`src/rtl/crtc_timing.sv`:
```
// CRTC video timing: programmable hsync/vsync/de plus memory and raster addresses.
// Counters step on clk edges with cen=1, register writes land on the next clk edge; no backpressure.
module crtc_timing (
  input  logic        clk,
  input  logic        int_reset,
  input  logic        cen,
  input  logic        cs_n,
  input  logic        rs,
  input  logic        wr_n,
  input  logic [7:0]  din,
  output logic        hsync,
  output logic        vsync,
  output logic        de,
  output logic [13:0] ma,
  output logic [4:0]  ra
);
  typedef enum logic {V_NORMAL, V_ADJUST} vstate_t;

  logic [4:0]  addr_q;
  logic [7:0]  r0_q, r1_q, r2_q, r3_q, r13_q;
  logic [6:0]  r4_q, r6_q, r7_q;
  logic [4:0]  r5_q, r9_q;
  logic [5:0]  r12_q;

  logic [7:0]  hcc_q, hcc_d;
  logic [4:0]  rc_q, rc_d, adj_q, adj_d;
  logic [6:0]  vcc_q, vcc_d;
  logic [13:0] row_q, row_d;
  vstate_t     state_q, state_d;
  logic        hs_q, hs_d, vs_q, vs_d;
  logic [3:0]  hs_left_q, hs_left_d, vs_left_q, vs_left_d;
  logic        eol, new_frame;

  always_ff @(posedge clk or posedge int_reset) begin
    if (int_reset) begin
      addr_q <= '0;
      r0_q   <= '0; r1_q  <= '0; r2_q  <= '0; r3_q  <= '0;
      r4_q   <= '0; r5_q  <= '0; r6_q  <= '0; r7_q  <= '0;
      r9_q   <= '0; r12_q <= '0; r13_q <= '0;
    end else if (!cs_n && !wr_n) begin
      if (!rs) begin
        addr_q <= din[4:0];
      end else begin
        case (addr_q)
          5'd0:    r0_q  <= din;
          5'd1:    r1_q  <= din;
          5'd2:    r2_q  <= din;
          5'd3:    r3_q  <= din;
          5'd4:    r4_q  <= din[6:0];
          5'd5:    r5_q  <= din[4:0];
          5'd6:    r6_q  <= din[6:0];
          5'd7:    r7_q  <= din[6:0];
          5'd9:    r9_q  <= din[4:0];
          5'd12:   r12_q <= din[5:0];
          5'd13:   r13_q <= din;
          default: ;
        endcase
      end
    end
  end

  always_ff @(posedge clk or posedge int_reset) begin
    if (int_reset) begin
      hcc_q     <= '0;
      rc_q      <= '0;
      vcc_q     <= '0;
      adj_q     <= '0;
      row_q     <= '0;
      state_q   <= V_NORMAL;
      hs_q      <= 1'b0;
      hs_left_q <= '0;
      vs_q      <= 1'b0;
      vs_left_q <= '0;
    end else begin
      hcc_q     <= hcc_d;
      rc_q      <= rc_d;
      vcc_q     <= vcc_d;
      adj_q     <= adj_d;
      row_q     <= row_d;
      state_q   <= state_d;
      hs_q      <= hs_d;
      hs_left_q <= hs_left_d;
      vs_q      <= vs_d;
      vs_left_q <= vs_left_d;
    end
  end

  always_comb begin
    hcc_d     = hcc_q;
    rc_d      = rc_q;
    vcc_d     = vcc_q;
    adj_d     = adj_q;
    row_d     = row_q;
    state_d   = state_q;
    hs_d      = hs_q;
    hs_left_d = hs_left_q;
    vs_d      = vs_q;
    vs_left_d = vs_left_q;
    new_frame = 1'b0;
    // R0==0 pins hcc at zero, so every character is the last one of its line
    eol = cen && ((hcc_q == r0_q) || (r0_q == 8'd0));

    if (cen) begin
      hcc_d = eol ? 8'd0 : hcc_q + 8'd1;
      if (hs_q) begin
        if (hs_left_q == 4'd0) hs_d = 1'b0;
        else hs_left_d = hs_left_q - 4'd1;
      end else if ((hcc_d == r2_q) && (r3_q[3:0] != 4'd0)) begin
        hs_d      = 1'b1;
        hs_left_d = r3_q[3:0] - 4'd1;
      end
    end

    if (eol) begin
      if (rc_q == r9_q) begin
        rc_d  = 5'd0;
        vcc_d = vcc_q + 7'd1;
        row_d = row_q + {6'd0, r1_q};
      end else begin
        rc_d = rc_q + 5'd1;
      end

      case (state_q)
        V_NORMAL: begin
          if ((vcc_q == r4_q) && (rc_q == r9_q)) begin
            if (r5_q == 5'd0) begin
              new_frame = 1'b1;
            end else begin
              state_d = V_ADJUST;
              adj_d   = 5'd0;
            end
          end
        end
        V_ADJUST: begin
          if (adj_q == r5_q - 5'd1) new_frame = 1'b1;
          else adj_d = adj_q + 5'd1;
        end
        default: ;
      endcase

      if (new_frame) begin
        vcc_d   = 7'd0;
        rc_d    = 5'd0;
        state_d = V_NORMAL;
        row_d   = {r12_q, r13_q};
      end

      // a programmed width of 0 wraps to 15 remaining lines, i.e. 16 lines total
      if (vs_q) begin
        if (vs_left_q == 4'd0) vs_d = 1'b0;
        else vs_left_d = vs_left_q - 4'd1;
      end else if ((state_d == V_NORMAL) && (vcc_d == r7_q) && (rc_d == 5'd0)) begin
        vs_d      = 1'b1;
        vs_left_d = r3_q[7:4] - 4'd1;
      end
    end
  end

  assign hsync = hs_q;
  assign vsync = vs_q;
  assign de    = (hcc_q < r1_q) && (vcc_q < r6_q) && (state_q == V_NORMAL);
  assign ma    = row_q + {6'd0, hcc_q};
  assign ra    = rc_q;
endmodule

```
`config.mk`:
```
export PLATFORM = sky130hd
export DESIGN_NAME = crtc_timing
export DESIGN_NICKNAME = d
export VERILOG_FILES = /design/src/rtl/crtc_timing.sv
export SDC_FILE = /design/constraint.sdc
export NUM_CORES = 1
export LEC_CHECK = 0
export BUFFER_PORTS_ARGS = -buffer_cell sky130_fd_sc_hd__buf_4
export CAP_MARGIN = 25
export CORE_ASPECT_RATIO = 1.75
export CORE_UTILIZATION = 56
export DETAILED_ROUTE_END_ITERATION = 8
export PLACE_DENSITY = 0.84
export SYNTH_ARGS = -nofsm -noshare
export SYNTH_HDL_FRONTEND = slang
export SYNTH_SLANG_ARGS = --single-unit
```
`constraint.sdc`:
```
create_clock -name clk -period 3.9 [get_ports clk]
set_input_delay 0.195 -clock clk [delete_from_list [all_inputs] [get_ports clk]]
set_output_delay 0.195 -clock clk [all_outputs]
set_load 0.01 [all_outputs]
```
Word-level counts from Yosys, hierarchy flattened
Index checks and enable logic that the tools add are counted.
- equal/unequal tests: 21
- multiplexer cells: 35
- bitwise gates (word level): 3
- reduce and logical (&&, ||, !) cells: 37
- add/subtract/negate cells: 11
- $lt $le $gt $ge: 2
- operators with widths (cell ; count):
    $reduce_and A3 Y1 ; 13
    $mux W5 ; 6
    $add A14 B8 Y14 ; 2
    $mux W14 ; 2
    $mux W4 ; 6
    $mux W7 ; 3
    $eq A5 B3 Y1 const B ; 4
    $eq A8 B8 Y1 ; 2
    $sub A4 B1 Y4 const B ; 4
    $eq A5 B4 Y1 const B ; 3
    $logic_not A5 Y1 ; 3
    $mux W1 ; 15
    $eq A7 B7 Y1 ; 2
    $add A5 B1 Y5 const B ; 2
    $eq A5 B2 Y1 const B ; 2
    $eq A5 B5 Y1 ; 2
    $ne A2 B2 Y1 const B ; 5
    $pmux W5 S2 ; 1
    $add A8 B1 Y8 const B ; 1
    $logic_and A1 B1 Y1 ; 8
    $logic_not A4 Y1 ; 2
    $logic_not A8 Y1 ; 1
    $lt A8 B8 Y1 ; 1
    $mux W8 ; 1
    12 further kinds ; 18
- logic and storage cells: 131
- input bits: 14
- output and inout bits: 22
- flip-flop bits (word level): 132

Logic depth before layout (Yosys ltp)
- depth in word-level cells: 12
- gate-level depth with buffers: 12
- depth with buffers taken out: 12

Worst setup path after synthesis
No wires, ideal clock.
- path type: register to register
- start point: register rc_q[1] (netlist: ra[1])
- end point: register vs_left_q[3]
- buffers on the path: 1
- cell stages (with the launch flop): 11
- setup time: 0.069 ns
- data required time: 3.831 ns
- setup slack: 0.601 ns
- period minus slack after synthesis: 3.299 ns
- arrival time: 3.230 ns
- cell sequence: dfrtp_1 > xnor2_1 > nand2_4 > or4_1 > buf_2 > mux2i_2 > or4b_1 > nor4_2 > a21oi_2 > or4_1 > nand3_1
- word-level cells in the longest chain between the ends: 12
- elaborated cells between the ends (all ways): 23
- classes of those cells: add/sub (1); eq/ne (2); mux (13); bitwise (1); reduce/logical (6)
- ends and longest elaborated chain (item ; line ; RTL):
    start, declared ; 26 ; logic [4:0] rc_q, rc_d, adj_q, adj_d;
    start signal, assigned ; 76 ; rc_q <= rc_d;
    $eq A5 B5 Y1 ; 115, 125 ;
    $logic_and A1 B1 Y1 ; 125 ; if ((vcc_q == r4_q) && (rc_q == r9_q)) begin
    $mux W1 ; 125 ;
    $pmux W1 S2 ; 123 ; case (state_q)
    $mux W1 ; 114 ; if (eol) begin
    $mux W7 / $mux W1 (equally long branches) ; 141 ; if (new_frame) begin
    $mux W7 / $mux W1 (equally long branches) ; 114 ;
    $eq A7 B7 Y1 / $not A1 Y1 (equally long branches) ; 152 ; end else if ((state_d == V_NORMAL) && (vcc_d == r7_q) && (rc_d == 5'd0)) begin
    $logic_and A1 B1 Y1 ; 152 ;
    $logic_and A1 B1 Y1 (*) ; 152 ;
    $reduce_bool A2 Y1 (no line) (*) ; - ;
    $reduce_and A3 Y1 (no line) (*) ; - ;
    end signal, assigned ; 84 ; vs_left_q <= vs_left_d;
    end, declared ; 31 ; logic [3:0] hs_left_q, hs_left_d, vs_left_q, vs_left_d;
Mark *: on every way between the ends. The rest lies on a longest branch, timed or not. The select of a mux whose other input is x is not followed.
A chain may end at the register's enable or synchronous reset.

Worst setup path after layout
Same ends and word-level chain as after synthesis.

==> metrics.md <==
| Metric | Value |
|---|---|
| Initial antenna violation count | 1 |
| Final clock skew | slightly below 0.005 ns |
| Grt met3 use | under 10% |
| Leakage | approximately 4.2 nW |
| Dominant synthesized flop cell | dfrtp_1 |
| Placed Area | 8440 um2 |
| Switching Fraction | around two fifths |
| Routed len/inst | just under 20 um |
| Period utilization | around nine tenths |
| Hold path start | din[7] |
| Layout cells sized above 1 | 20.8% |
| Most used routing layer | met2 |
| Fmax | about 280 MHz |
| Rel. slew slack | 48.1% |
| Die height | approximately 160 um |
| N_diodes | 0 |
| CP startpoint kind | flip-flop |
| Period minus WS final | 3.53 ns |
| FF-to-FF End | vs_left_q[3] |
| Via count | between 6k and 7k |
| Clock power share | 21.5% |
| Post-synth EDFFs | 0 |
| Clock latency on the worst-skew pair | about 0.41 ns |
| Placed cells | between 900 and 1k |
| Global-route wire length before repair | 32900 um |
| Met2 global-route usage | between 50% and 60% |
| GR Util All Layers | ~29% |
| Crit-path most repeated cell | or4_1 |
| Async S/R FF share, synth | 100% |
| Layout fillers | approximately 1.1k |
| Arr. time, crit path | roughly 3.9 ns |
| Largest net degree at the start of global routing | approximately 80 |
| CP Buf/Inv Count | 0 |
| Post-CTS Setup Bufs | 0 |
| Synthesized instance count | roughly 800 |
| Sequential Power Share | between 30 and 40% |
| R2R depth | 9 |
| Sink Count | 132 |
| Status | finished clean |
| # rows | between 50 and 60 |
| Die area | approximately 15000 um2 |
| GP Congestion | between 0.8 and 0.9 |
| Setup ws final | 0.366 ns |
| Initial Util | between 50% and 60% |
| R2r startpoint | ra[1] |
| Total number of H-tree levels | 4 |
| Clk pin slew, worst setup/hold paths | approximately 0.05 ns |
| Max-cap violations | 0 |
| Antenna Nets Post-Route | 0 |
| Routed wire length | roughly 20000 um |
| Internal power | about 3.9 mW |
| Share of the synthesized area in the top cell type | 41.2% |
| RSZ-0062 raised after global routing | no |
| Critical-path maximum fanout | 9 |
| CTS root buffer | clkbuf_16 |
| Syn nets | between 800 and 900 |
| Yosys top cell by area | dfrtp_1 |
| Critical-path cell list | xnor2_1, nand2_4, or4_1, mux2i_2, or4b_1, nor4_2, a21oi_2, or4_1, nand3_1 |
| Worst Setup End Kind | flip-flop |
| Yosys cell types | 77 |
| DP HPWL | between 10000 and 15000 um |
| DRT iter0 DRCs | about 440 |
| GRT Residual Overflow | 0 |
| Met1 Usage GRT | slightly above 30% |
| Cts hold-fix bufs | 0 |
| Detailed-route DRC error count | 0 |
| CP delay by family, top | simple AND/OR/NAND/NOR gates |
| Core Area | around 14000 um2 |
| Setup slack, reg-to-reg | 0.37 ns |
| Combinational power share | roughly 45% |
| Vias in the first global route | 6585 |
| Crit path largest cell delay | roughly 0.66 ns |
| CP Launch Point | ra[1] |
| Class of the worst hold path | primary input to flip-flop |
| Post-place setup slack | between 0.4 and 0.5 ns |
| Hold path cells | 2 |
| Sequential fraction of the synthesis area | approximately two fifths |
| CTS Buffer Depth | 2 |
| Slew @ Worst Pin | 0.773 ns |
| Worst path slowest cell | or4_1 |
| Syn. warnings | 0 |
| Drt pass-1 iters | 5 |
| Crit path kind | flip-flop to flip-flop |
| Die Width | 92.5 um |
| Maximum vdd ir drop | between 0.5 and 0.6 mV |
| Number of buffers created by CTS | 17 |
| Hold Vio Cnt, Final | 0 |
| DR vias/cell | ~6.3 |
| Required @ worst endpoint | around 4.3 ns |
| Post_cts resized | 0 |
| Synth Register Bits | between 100 and 150 |
| Mapped cell area | ~8000 um2 |
| Area growth syn-to-layout | 11.9% |
| Worst Hold End | r2_q[7] |
| Slew Limit Fails | 0 |
| P per Cell Area | approximately 700 nW/um2 |
| Mean Syn Cell Area | between 9 and 10 um2 |
| Finished Layout Cells | slightly above 1k |
| Switching pwr | 2.60 mW |
| CTS tree | yes |
| Top cells by area, synth | dfrtp_1 (41%), mux2_2 (12%), ha_1 (5.6%), nand2_1 (4.0%), xnor2_1 (2.8%) |
| Post-route setup TNS | 0 ns |
| Final setup vio count | 0 |
| Total Power | around 6.5 mW |
| I/O Buffers | 35 |
| Fin nets | ~890 |
| I/O pin cnt | 36 |
| Final Cell Area | about 9000 um2 |
-- state kept, by name (all words and copies together) (netlist names), 4 cells and up --
signal and count:
addr_q 5, ra 5, r3_q 8, r5_q 5, r13_q 8, r12_q 6
row_q 14, r2_q 8, r0_q 8, hs_left_q 4, r7_q 7, vs_left_q 4
r6_q 7, r1_q 8, r9_q 5, hcc_q 8, adj_q 5, r4_q 7
vcc_q 7
-- stage by stage --
step,hold WS [ns],utilization [%]
CTS,0.0514,64.3
detailed placement,0.485,60.7
global route,0.0818,64.6
finish,0.0966,64.6
floorplan,0.346,-
global placement,0.487,60.7
-- cells in the mapped netlist (10+ instances only) --
master / number
mux2_2: 85
nor3_1: 16
nor4_1: 10
ha_1: 36
inv_1: 35
o21ai_0: 38
clkbuf_1: 22
a21o_1: 15
nand2_1: 85
dfrtp_1: 132
xor2_1: 25
nor2_1: 50
nand2b_1: 12
a21oi_1: 35
nand3_1: 28
a31oi_1: 12
xnor2_1: 26
-- logic make-up (layout without fill, tap and decap cells) --
family,after synthesis,after routing,share of synthesized area (%)
simple gates,257,257,16.2
compound gates,163,163,13.6
flops,132,132,41.2
mux,95,95,13.2
buf+inv,65,111,3.43
xor+xnor,54,54,6.25
fa+ha+maj,38,38,6.11
-- area by class of cell --
type	instances	area (um2)	area share, %
clock inverter	6	32.5	0.362
timing repair buffer	47	375	4.18
inverter	35	134	1.49
clock buffer	23	468	5.21
multi-input combinational	607	4440	49.5
sequential	132	3300	36.8
tap	177	221	2.47
-- power by group through the flow --
stage	Clock (mW)	Sequential, mW	Combinational [mW]
after floorplan	0	1.99	2.17
after global placement	0	2.15	2.78
after detailed placement	0	2.17	2.86
after CTS	1.40	2.15	2.90
after global routing	1.47	2.21	3.21
final	1.39	2.17	2.92
-- layer usage --
| layer | part of all wire [%] | vias to the layer above |
|---|---|---|
| met5 | 0 | - |
| met2 | 52 | 252 |
| met4 | 5.5 | 0 |
| met1 | 37 | 3161 |
| li1 | - | 2969 |
| met3 | 5.3 | 97 |
-- how the worst max path moves through the flow --
stage,slack (ns),endpoint,depth (start not counted)
3_5_place_dp,0.41,vs_left_q[3],9
5_1_grt,0.13,vs_left_q[3],9
4_1_cts,0.37,vs_left_q[3],9
6_report,0.37,vs_left_q[3],9
2_1_floorplan,0.18,addr_q[0],1
3_3_place_gp,0.45,vs_left_q[3],9
-- cell usage in the layout (no fill, tap or decap), drive strengths merged, types with 3 or more instances in the layout --
master,instances
or4,4
clkinv,5
a21boi,3
nor4,13
nand3,28
a31oi,12
o31ai,7
o21ai,38
o22ai,9
a2bb2oi,3
nand2,86
mux2,85
a22oi,4
nor2b,9
buf,46
a22o,5
ha,36
mux2i,10
or3,3
nor3b,5
and3,3
xnor2,28
inv,35
nor3,16
nand2b,12
and3b,4
and2,3
xor2,25
nand3b,7
a21oi,36
clkbuf,23
or2,4
nand4,5
dfrtp,132
a21o,15
nor2,50
No activity file was read; power rests on OpenSTA's default activity.
